--- src/rtl/aes_wb_ctrl.sv ---
// aes_wb_ctrl: Wishbone B3 slave front-end for AES cipher cores.
// Key/data register files, start/done sequencing, latency counter.
module aes_wb_ctrl #(
   parameter int BLOCK_WORDS = 4,
   parameter int KEY_WORDS   = 4,
   parameter int CNT_W       = 16
) (
   input  logic                      wb_clk_i,
   input  logic                      wb_rst_i,
   input  logic [7:0]                wb_adr_i,
   input  logic [31:0]               wb_dat_i,
   output logic [31:0]               wb_dat_o,
   input  logic [3:0]                wb_sel_i,
   input  logic                      wb_we_i,
   input  logic                      wb_cyc_i,
   input  logic                      wb_stb_i,
   output logic                      wb_ack_o,
   output logic                      irq_o,
   output logic                      core_start_o,
   output logic                      core_decrypt_o,
   output logic [32*KEY_WORDS-1:0]   core_key_o,
   output logic [32*BLOCK_WORDS-1:0] core_data_o,
   input  logic                      core_done_i,
   input  logic [32*BLOCK_WORDS-1:0] core_data_i
);

   localparam int DW = 32 * BLOCK_WORDS;

   typedef enum logic [1:0] {S_IDLE, S_RUN, S_CAPT} state_t;

   state_t             r_state;
   logic               r_ack;
   logic [31:0]        r_rdat;
   logic [31:0]        r_din [BLOCK_WORDS];
   logic [31:0]        r_key [KEY_WORDS];
   logic [DW-1:0]      r_dout;
   logic [DW-1:0]      r_capt;
   logic [DW-1:0]      r_core_data;
   logic               r_core_dec;
   logic               r_start;
   logic               r_dec;
   logic               r_auto;
   logic               r_irq_en;
   logic               r_busy;
   logic               r_done;
   logic               r_err;
   logic [CNT_W-1:0]   r_cnt;
   logic [CNT_W-1:0]   r_cycles;

   logic               w_acc;
   logic               w_wr;
   logic [1:0]         w_rg;
   logic [3:0]         w_idx;
   logic               w_ctrl_wr;
   logic               w_stat_wr;
   logic               w_auto_req;
   logic               w_start_req;
   logic               w_dec_new;
   logic               w_clr_done;
   logic               w_clr_err;
   logic [31:0]        w_rdat;
   logic [31:0]        w_din_new [BLOCK_WORDS];
   logic [DW-1:0]      w_din_flat;
   logic               w_unused;

   function automatic logic [31:0] f_merge(input logic [31:0] o,
                                           input logic [31:0] d,
                                           input logic [3:0]  s);
      for (int b = 0; b < 4; b++)
         if (s[b]) o[8*b +: 8] = d[8*b +: 8];
      return o;
   endfunction

   assign w_unused    = &{1'b0, wb_adr_i[1:0]};
   assign w_acc       = wb_cyc_i & wb_stb_i;
   assign w_wr        = w_acc & wb_we_i & r_ack;
   assign w_rg        = wb_adr_i[7:6];
   assign w_idx       = wb_adr_i[5:2];
   assign w_ctrl_wr   = w_wr && (w_rg == 2'd3) && (w_idx == 4'd0);
   assign w_stat_wr   = w_wr && (w_rg == 2'd3) && (w_idx == 4'd1);
   assign w_auto_req  = w_wr && r_auto && (w_rg == 2'd0) &&
                        (int'(w_idx) == BLOCK_WORDS - 1);
   assign w_start_req = (w_ctrl_wr & wb_sel_i[0] & wb_dat_i[0]) | w_auto_req;
   assign w_dec_new   = (w_ctrl_wr & wb_sel_i[0]) ? wb_dat_i[1] : r_dec;
   assign w_clr_done  = w_stat_wr & wb_sel_i[0] & wb_dat_i[1];
   assign w_clr_err   = w_stat_wr & wb_sel_i[0] & wb_dat_i[2];

   assign wb_ack_o       = r_ack;
   assign wb_dat_o       = r_rdat;
   assign irq_o          = r_done & r_irq_en;
   assign core_start_o   = r_start;
   assign core_decrypt_o = r_core_dec;
   assign core_data_o    = r_core_data;

   // Next DIN contents, so a start on the last-word write sees the new word
   always_comb begin
      w_din_new = r_din;
      for (int i = 0; i < BLOCK_WORDS; i++)
         if (w_wr && (w_rg == 2'd0) && (int'(w_idx) == i))
            w_din_new[i] = f_merge(r_din[i], wb_dat_i, wb_sel_i);
   end

   // Flatten block and key word arrays onto the core buses
   always_comb begin
      w_din_flat = '0;
      core_key_o = '0;
      for (int i = 0; i < BLOCK_WORDS; i++)
         w_din_flat[32*i +: 32] = w_din_new[i];
      for (int i = 0; i < KEY_WORDS; i++)
         core_key_o[32*i +: 32] = r_key[i];
   end

   // Read-data mux; out-of-range words and unmapped slots return 0
   always_comb begin
      w_rdat = '0;
      unique case (w_rg)
         2'd0:
            for (int i = 0; i < BLOCK_WORDS; i++)
               if (int'(w_idx) == i) w_rdat = r_din[i];
         2'd1:
            for (int i = 0; i < BLOCK_WORDS; i++)
               if (int'(w_idx) == i) w_rdat = r_dout[32*i +: 32];
         2'd2:
            for (int i = 0; i < KEY_WORDS; i++)
               if (int'(w_idx) == i) w_rdat = r_key[i];
         2'd3:
            case (w_idx)
               4'd0:    w_rdat = {28'd0, r_irq_en, r_auto, r_dec, 1'b0};
               4'd1:    w_rdat = {29'd0, r_err, r_done, r_busy};
               4'd2:    w_rdat = 32'(r_cycles);
               default: w_rdat = '0;
            endcase
         default: w_rdat = '0;
      endcase
   end

   // Registered single-cycle ack with read data captured alongside
   always_ff @(posedge wb_clk_i) begin
      if (wb_rst_i) begin
         r_ack  <= 1'b0;
         r_rdat <= '0;
      end else begin
         r_ack <= w_acc & ~r_ack;
         if (w_acc & ~r_ack) r_rdat <= w_rdat;
      end
   end

   // Software-visible DIN, KEY and CTRL registers, written on the ack edge
   always_ff @(posedge wb_clk_i) begin
      if (wb_rst_i) begin
         for (int i = 0; i < BLOCK_WORDS; i++) r_din[i] <= '0;
         for (int i = 0; i < KEY_WORDS; i++) r_key[i] <= '0;
         r_dec    <= 1'b0;
         r_auto   <= 1'b0;
         r_irq_en <= 1'b0;
      end else begin
         r_din <= w_din_new;
         for (int i = 0; i < KEY_WORDS; i++)
            if (w_wr && (w_rg == 2'd2) && (int'(w_idx) == i))
               r_key[i] <= f_merge(r_key[i], wb_dat_i, wb_sel_i);
         if (w_ctrl_wr && wb_sel_i[0])
            {r_irq_en, r_auto, r_dec} <= wb_dat_i[3:1];
      end
   end

   // Operation sequencer: snapshot, start pulse, latency count, capture
   always_ff @(posedge wb_clk_i) begin
      if (wb_rst_i) begin
         r_state     <= S_IDLE;
         r_start     <= 1'b0;
         r_core_dec  <= 1'b0;
         r_core_data <= '0;
         r_capt      <= '0;
         r_dout      <= '0;
         r_cnt       <= '0;
         r_cycles    <= '0;
         r_busy      <= 1'b0;
         r_done      <= 1'b0;
         r_err       <= 1'b0;
      end else begin
         r_start <= 1'b0;
         unique case (r_state)
            S_IDLE:
               if (w_start_req) begin
                  r_state     <= S_RUN;
                  r_start     <= 1'b1;
                  r_core_data <= w_din_flat;
                  r_core_dec  <= w_dec_new;
                  r_cnt       <= '0;
                  r_busy      <= 1'b1;
               end
            S_RUN:
               if (core_done_i) begin
                  r_capt  <= core_data_i;
                  r_state <= S_CAPT;
               end else if (r_cnt != '1) begin
                  r_cnt <= r_cnt + 1'b1;
               end
            S_CAPT: begin
               r_dout   <= r_capt;
               r_cycles <= r_cnt;
               r_busy   <= 1'b0;
               r_state  <= S_IDLE;
            end
            default: r_state <= S_IDLE;
         endcase
         if (r_state == S_CAPT) r_done <= 1'b1;
         else if (w_clr_done)   r_done <= 1'b0;
         if (w_start_req && (r_state != S_IDLE)) r_err <= 1'b1;
         else if (w_clr_err)                     r_err <= 1'b0;
      end
   end

endmodule

--- config.mk ---
export PLATFORM = sky130hd
export DESIGN_NAME = aes_wb_ctrl
export DESIGN_NICKNAME = d
export VERILOG_FILES = /design/src/rtl/aes_wb_ctrl.sv
export SDC_FILE = /design/constraint.sdc
export NUM_CORES = 1
export LEC_CHECK = 0
export ABC_AREA = 1
export CORE_ASPECT_RATIO = 0.6
export CORE_MARGIN = 5
export CORE_UTILIZATION = 49
export CTS_CLUSTER_SIZE = 16
export DETAILED_ROUTE_END_ITERATION = 7
export PLACE_DENSITY_LB_ADDON = 0.05
export SYNTH_ARGS = -nofsm -noshare
export SYNTH_HDL_FRONTEND = slang
export SYNTH_SLANG_ARGS = --single-unit
--- constraint.sdc ---
create_clock -name wb_clk_i -period 3.9 [get_ports wb_clk_i]
set_input_delay 0.975 -clock wb_clk_i [delete_from_list [all_inputs] [get_ports wb_clk_i]]
set_output_delay 0.975 -clock wb_clk_i [all_outputs]
set_load 0.03 [all_outputs]
==> impl_metrics.py <==
metrics = {
    "floorplanning": {
        "die-height_um": 201,
        "coreArea_sq_um": 59700,
        "die_w_um": 328,
        "start_util": 0.498,
        "die_area_sq_um": 65800,
        "rows": 69,
        "pin_count": 470,
    },
    "setup_path": {
        "r2r_end": "r_din[20]$_SDFF_PP0_",
        "worstSetupEndpointType": "register",
        "worstPathMaxFanout": 32,
        "worst_r2r_path_depth": 9,
        "critPathKind": "primary input to register",
        "arrival_ns": 3.38,
        "cp-start-kind": "primary input",
        "required_ns": 4.27,
        "rrSetupSlack_ns": 1.41,
        "reg2reg_from": "wb_ack_o$_SDFF_PP0_",
    },
    "sta": {
        "skew_ns": 0.0190,
        "finalMaxSlewViolations": 0,
        "tightest_slew_ns": 1.04,
        "setup-tns-final_ns": 0,
        "max_clock_freq_mhz": 332,
        "rsz0062_at_grt": "no",
        "finalCritPeriodShare": 0.772,
        "relSlewSlack": 0.310,
        "final-hold-violation-count": 0,
        "whs_ns": 0.452,
        "fin_crit_ns": 3.01,
        "finalSetupViolations": 0,
    },
    "synth": {
        "yosysWarnings": 0,
        "synthArstFlopShare": 0,
        "synth_top_area_frac": 0.395,
        "synth_area_sq_um": 29700,
        "ys.flop_type": "dfxtp_1",
        "yosysSeqAreaShare": 0.525,
        "synthesis.area_per_instance_sq_um": 7.50,
        "yosysUniqueCellTypes": 35,
        "syn_inst": 3961,
        "yosysTopAreaCell": "dfxtp_1",
        "synth_edf_count": 128,
        "synth_area_leaders": "dfxtp_1 40%, edfxtp_1 13%, nand2_1 8.8%, o21ai_0 8.3%, nor2_1 7.2%",
        "syn_nets": 4140,
        "synth_seq_cells": 715,
    },
    "place": {
        "port_buffers": 467,
        "post-dp-hpwl_mm": 80.0,
        "gp_congestion": 0.927,
        "dpl.cell_count": 5092,
    },
    "global_routing": {
        "grt_max_degree": 248,
        "grt-busiest-layer": "met1",
        "antenna_found_initial": 4,
        "grt_pass1_vias": 25400,
        "grtUsageMet1": 0.465,
        "grt_util_met3": 0.108,
        "gr-total-overflow": 0,
        "grt_pass1_wl_mm": 162,
        "use_met2": 0.453,
        "track_usage": 0.322,
    },
    "detailed_routing": {
        "routedWlPerCell_um": 21.3,
        "vias": 28300,
        "routed_wl_mm": 111,
        "drtIter0Drc": 3675,
        "post_drt_via_cell_ratio": 5.44,
        "antenna_left": 0,
        "drc": 0,
        "firstDrtPassIters": 5,
    },
    "final_layout": {
        "layout_common_cells": "690 x nand2_1, 587 x dfxtp_1, 563 x nor2_1, 492 x o21ai_0, 477 x inv_1",
        "diodes": 0,
        "drive_gt1_frac": 0.0613,
        "nets": 4524,
        "instances_no_fill": 5205,
        "fillers": 5412,
        "layout_commonest_cell": "nand2_1",
        "final_util": 0.629,
        "syn_to_final_growth_pct": 26.2,
    },
    "job": {
        "drv_cap": 0,
    },
    "power_and_ir_drop": {
        "vdd_ir_drop_max_uv": 220,
        "p_per_area_nw_per_um2": 405,
        "total_power_mw": 15.2,
        "p_leak_nw": 15.0,
    },
    "worst_hold_path": {
        "hold_depth": 2,
        "min_to": "r_dout[40]$_SDFFE_PP0P_",
        "min_from": "r_capt[40]$_SDFFE_PP0P_",
        "min_path_type": "register to register",
    },
    "clocking": {
        "htreeDepth": 3,
        "clkTransAtPathRegs_ns": 0.06,
        "cts_resized": 0,
        "insertion_delay_ns": 0.62,
        "cts_buffers": 67,
        "numClockSinks": 715,
        "cts_tree": "yes",
        "cts_hold_buf": 0,
        "clk_path_buf_depth": 3,
        "clockRootBuffer": "clkbuf_16",
        "cts_setup_buffers": 0,
    },
    "status": {
        "outcome": "complete, no violations",
    },
}
-- sequential cells by signal, summed over array words and instances, names as in the netlist --
signal,cells
core_data_o,128
r_capt,128
r_din,128
r_dout,128
r_key,128
wb_dat_o,32
r_cnt,16
r_cycles,16
r_state,2
core_decrypt_o,1
core_start_o,1
r_auto,1
r_busy,1
r_dec,1
r_done,1
r_err,1
r_irq_en,1
wb_ack_o,1
-- report_power, final --
part	total [mW]	switching, mW	internal (mW)
clock network	6.46	2.89	3.56
registers	7.61	0.0469	7.57
logic	1.11	0.713	0.398
-- final cells by class --
class,count,area (sq um),share of cell area
flip-flops and latches,715,15600,0.416
multi-input cells,2495,11300,0.301
repair buffers,581,5690,0.152
clock buffers,94,1910,0.0510
inverters,485,1830,0.0488
well taps,816,1020,0.0272
clock inverters,19,159,0.00424
-- cells by family after synthesis --
group,share of synthesized area
XOR/XNOR,0.00265
AO/OA/AOI/OAI,0.174
adder cells (fa/ha/maj),0.000421
buffers and inverters,0.0975
flip-flops,0.525
AND/OR/NAND/NOR,0.201
-- worst max-delay path, cell delays in order --
cell and delay (ns):
clkdlybuf4s50_1 0.54, inv_1 0.12, nor2_2 0.05, nand2_2 0.07
clkinv_2 0.49, nand2_1 0.29, buf_4 0.39, o21ai_0 0.17
buf_4 0.24
-- metal layers --
layer | vias up | wire [um]
li1 | 13500 | -
met1 | 13300 | 47900
met2 | 1378 | 45600
met3 | 188 | 13400
met4 | 8 | 4020
met5 | - | 45
-- per-stage QoR --
| step | area [sq um] | worst slack (ns) |
|---|---|---|
| 2_1_floorplan | 29700 | 1.01 |
| 3_3_place_gp | 35400 | 0.290 |
| 3_5_place_dp | 35400 | 0.260 |
| 4_1_cts | 37500 | 0.908 |
| 5_1_grt | 37500 | 0.692 |
| 6_report | 37500 | 0.888 |
-- synthesized netlist by cell type (3+ instances only) --
cell      count
nand2_1     694
dfxtp_1     587
nor2_1      569
o21ai_0     492
inv_1       477
a21oi_1     397
clkbuf_1    213
nand3_1     139
edfxtp_1    128
o22ai_1      76
buf_2        36
nand4_1      28
o21ai_1      21
or2_2        16
buf_1        11
nand3b_1     11
a21oi_2      10
xor2_1        8
inv_2         6
nor2_2        6
or2_0         6
nor3_1        4
o211ai_1      4
buf_4         3
buf_6         3
nand2_2       3
nor2_4        3
-- worst max path at each step --
stage | from | to | slack (ns) | depth (start not counted)
3_5_place_dp | wb_adr_i[2] | r_key[1][23]$_SDFFCE_PN0P_ | 0.26 | 9
2_1_floorplan | wb_adr_i[5] | r_key[2][0]$_SDFFCE_PN0P_ | 1.01 | 7
4_1_cts | wb_adr_i[2] | core_data_o[54]$_SDFFE_PP0P_ | 0.91 | 11
5_1_grt | wb_cyc_i | r_key[2][17]$_SDFFCE_PN0P_ | 0.69 | 8
3_3_place_gp | wb_adr_i[2] | r_key[1][23]$_SDFFCE_PN0P_ | 0.29 | 9
6_report | wb_adr_i[2] | r_key[1][20]$_SDFFCE_PN0P_ | 0.89 | 9
Note: power is estimated with default switching activity, not from simulation.
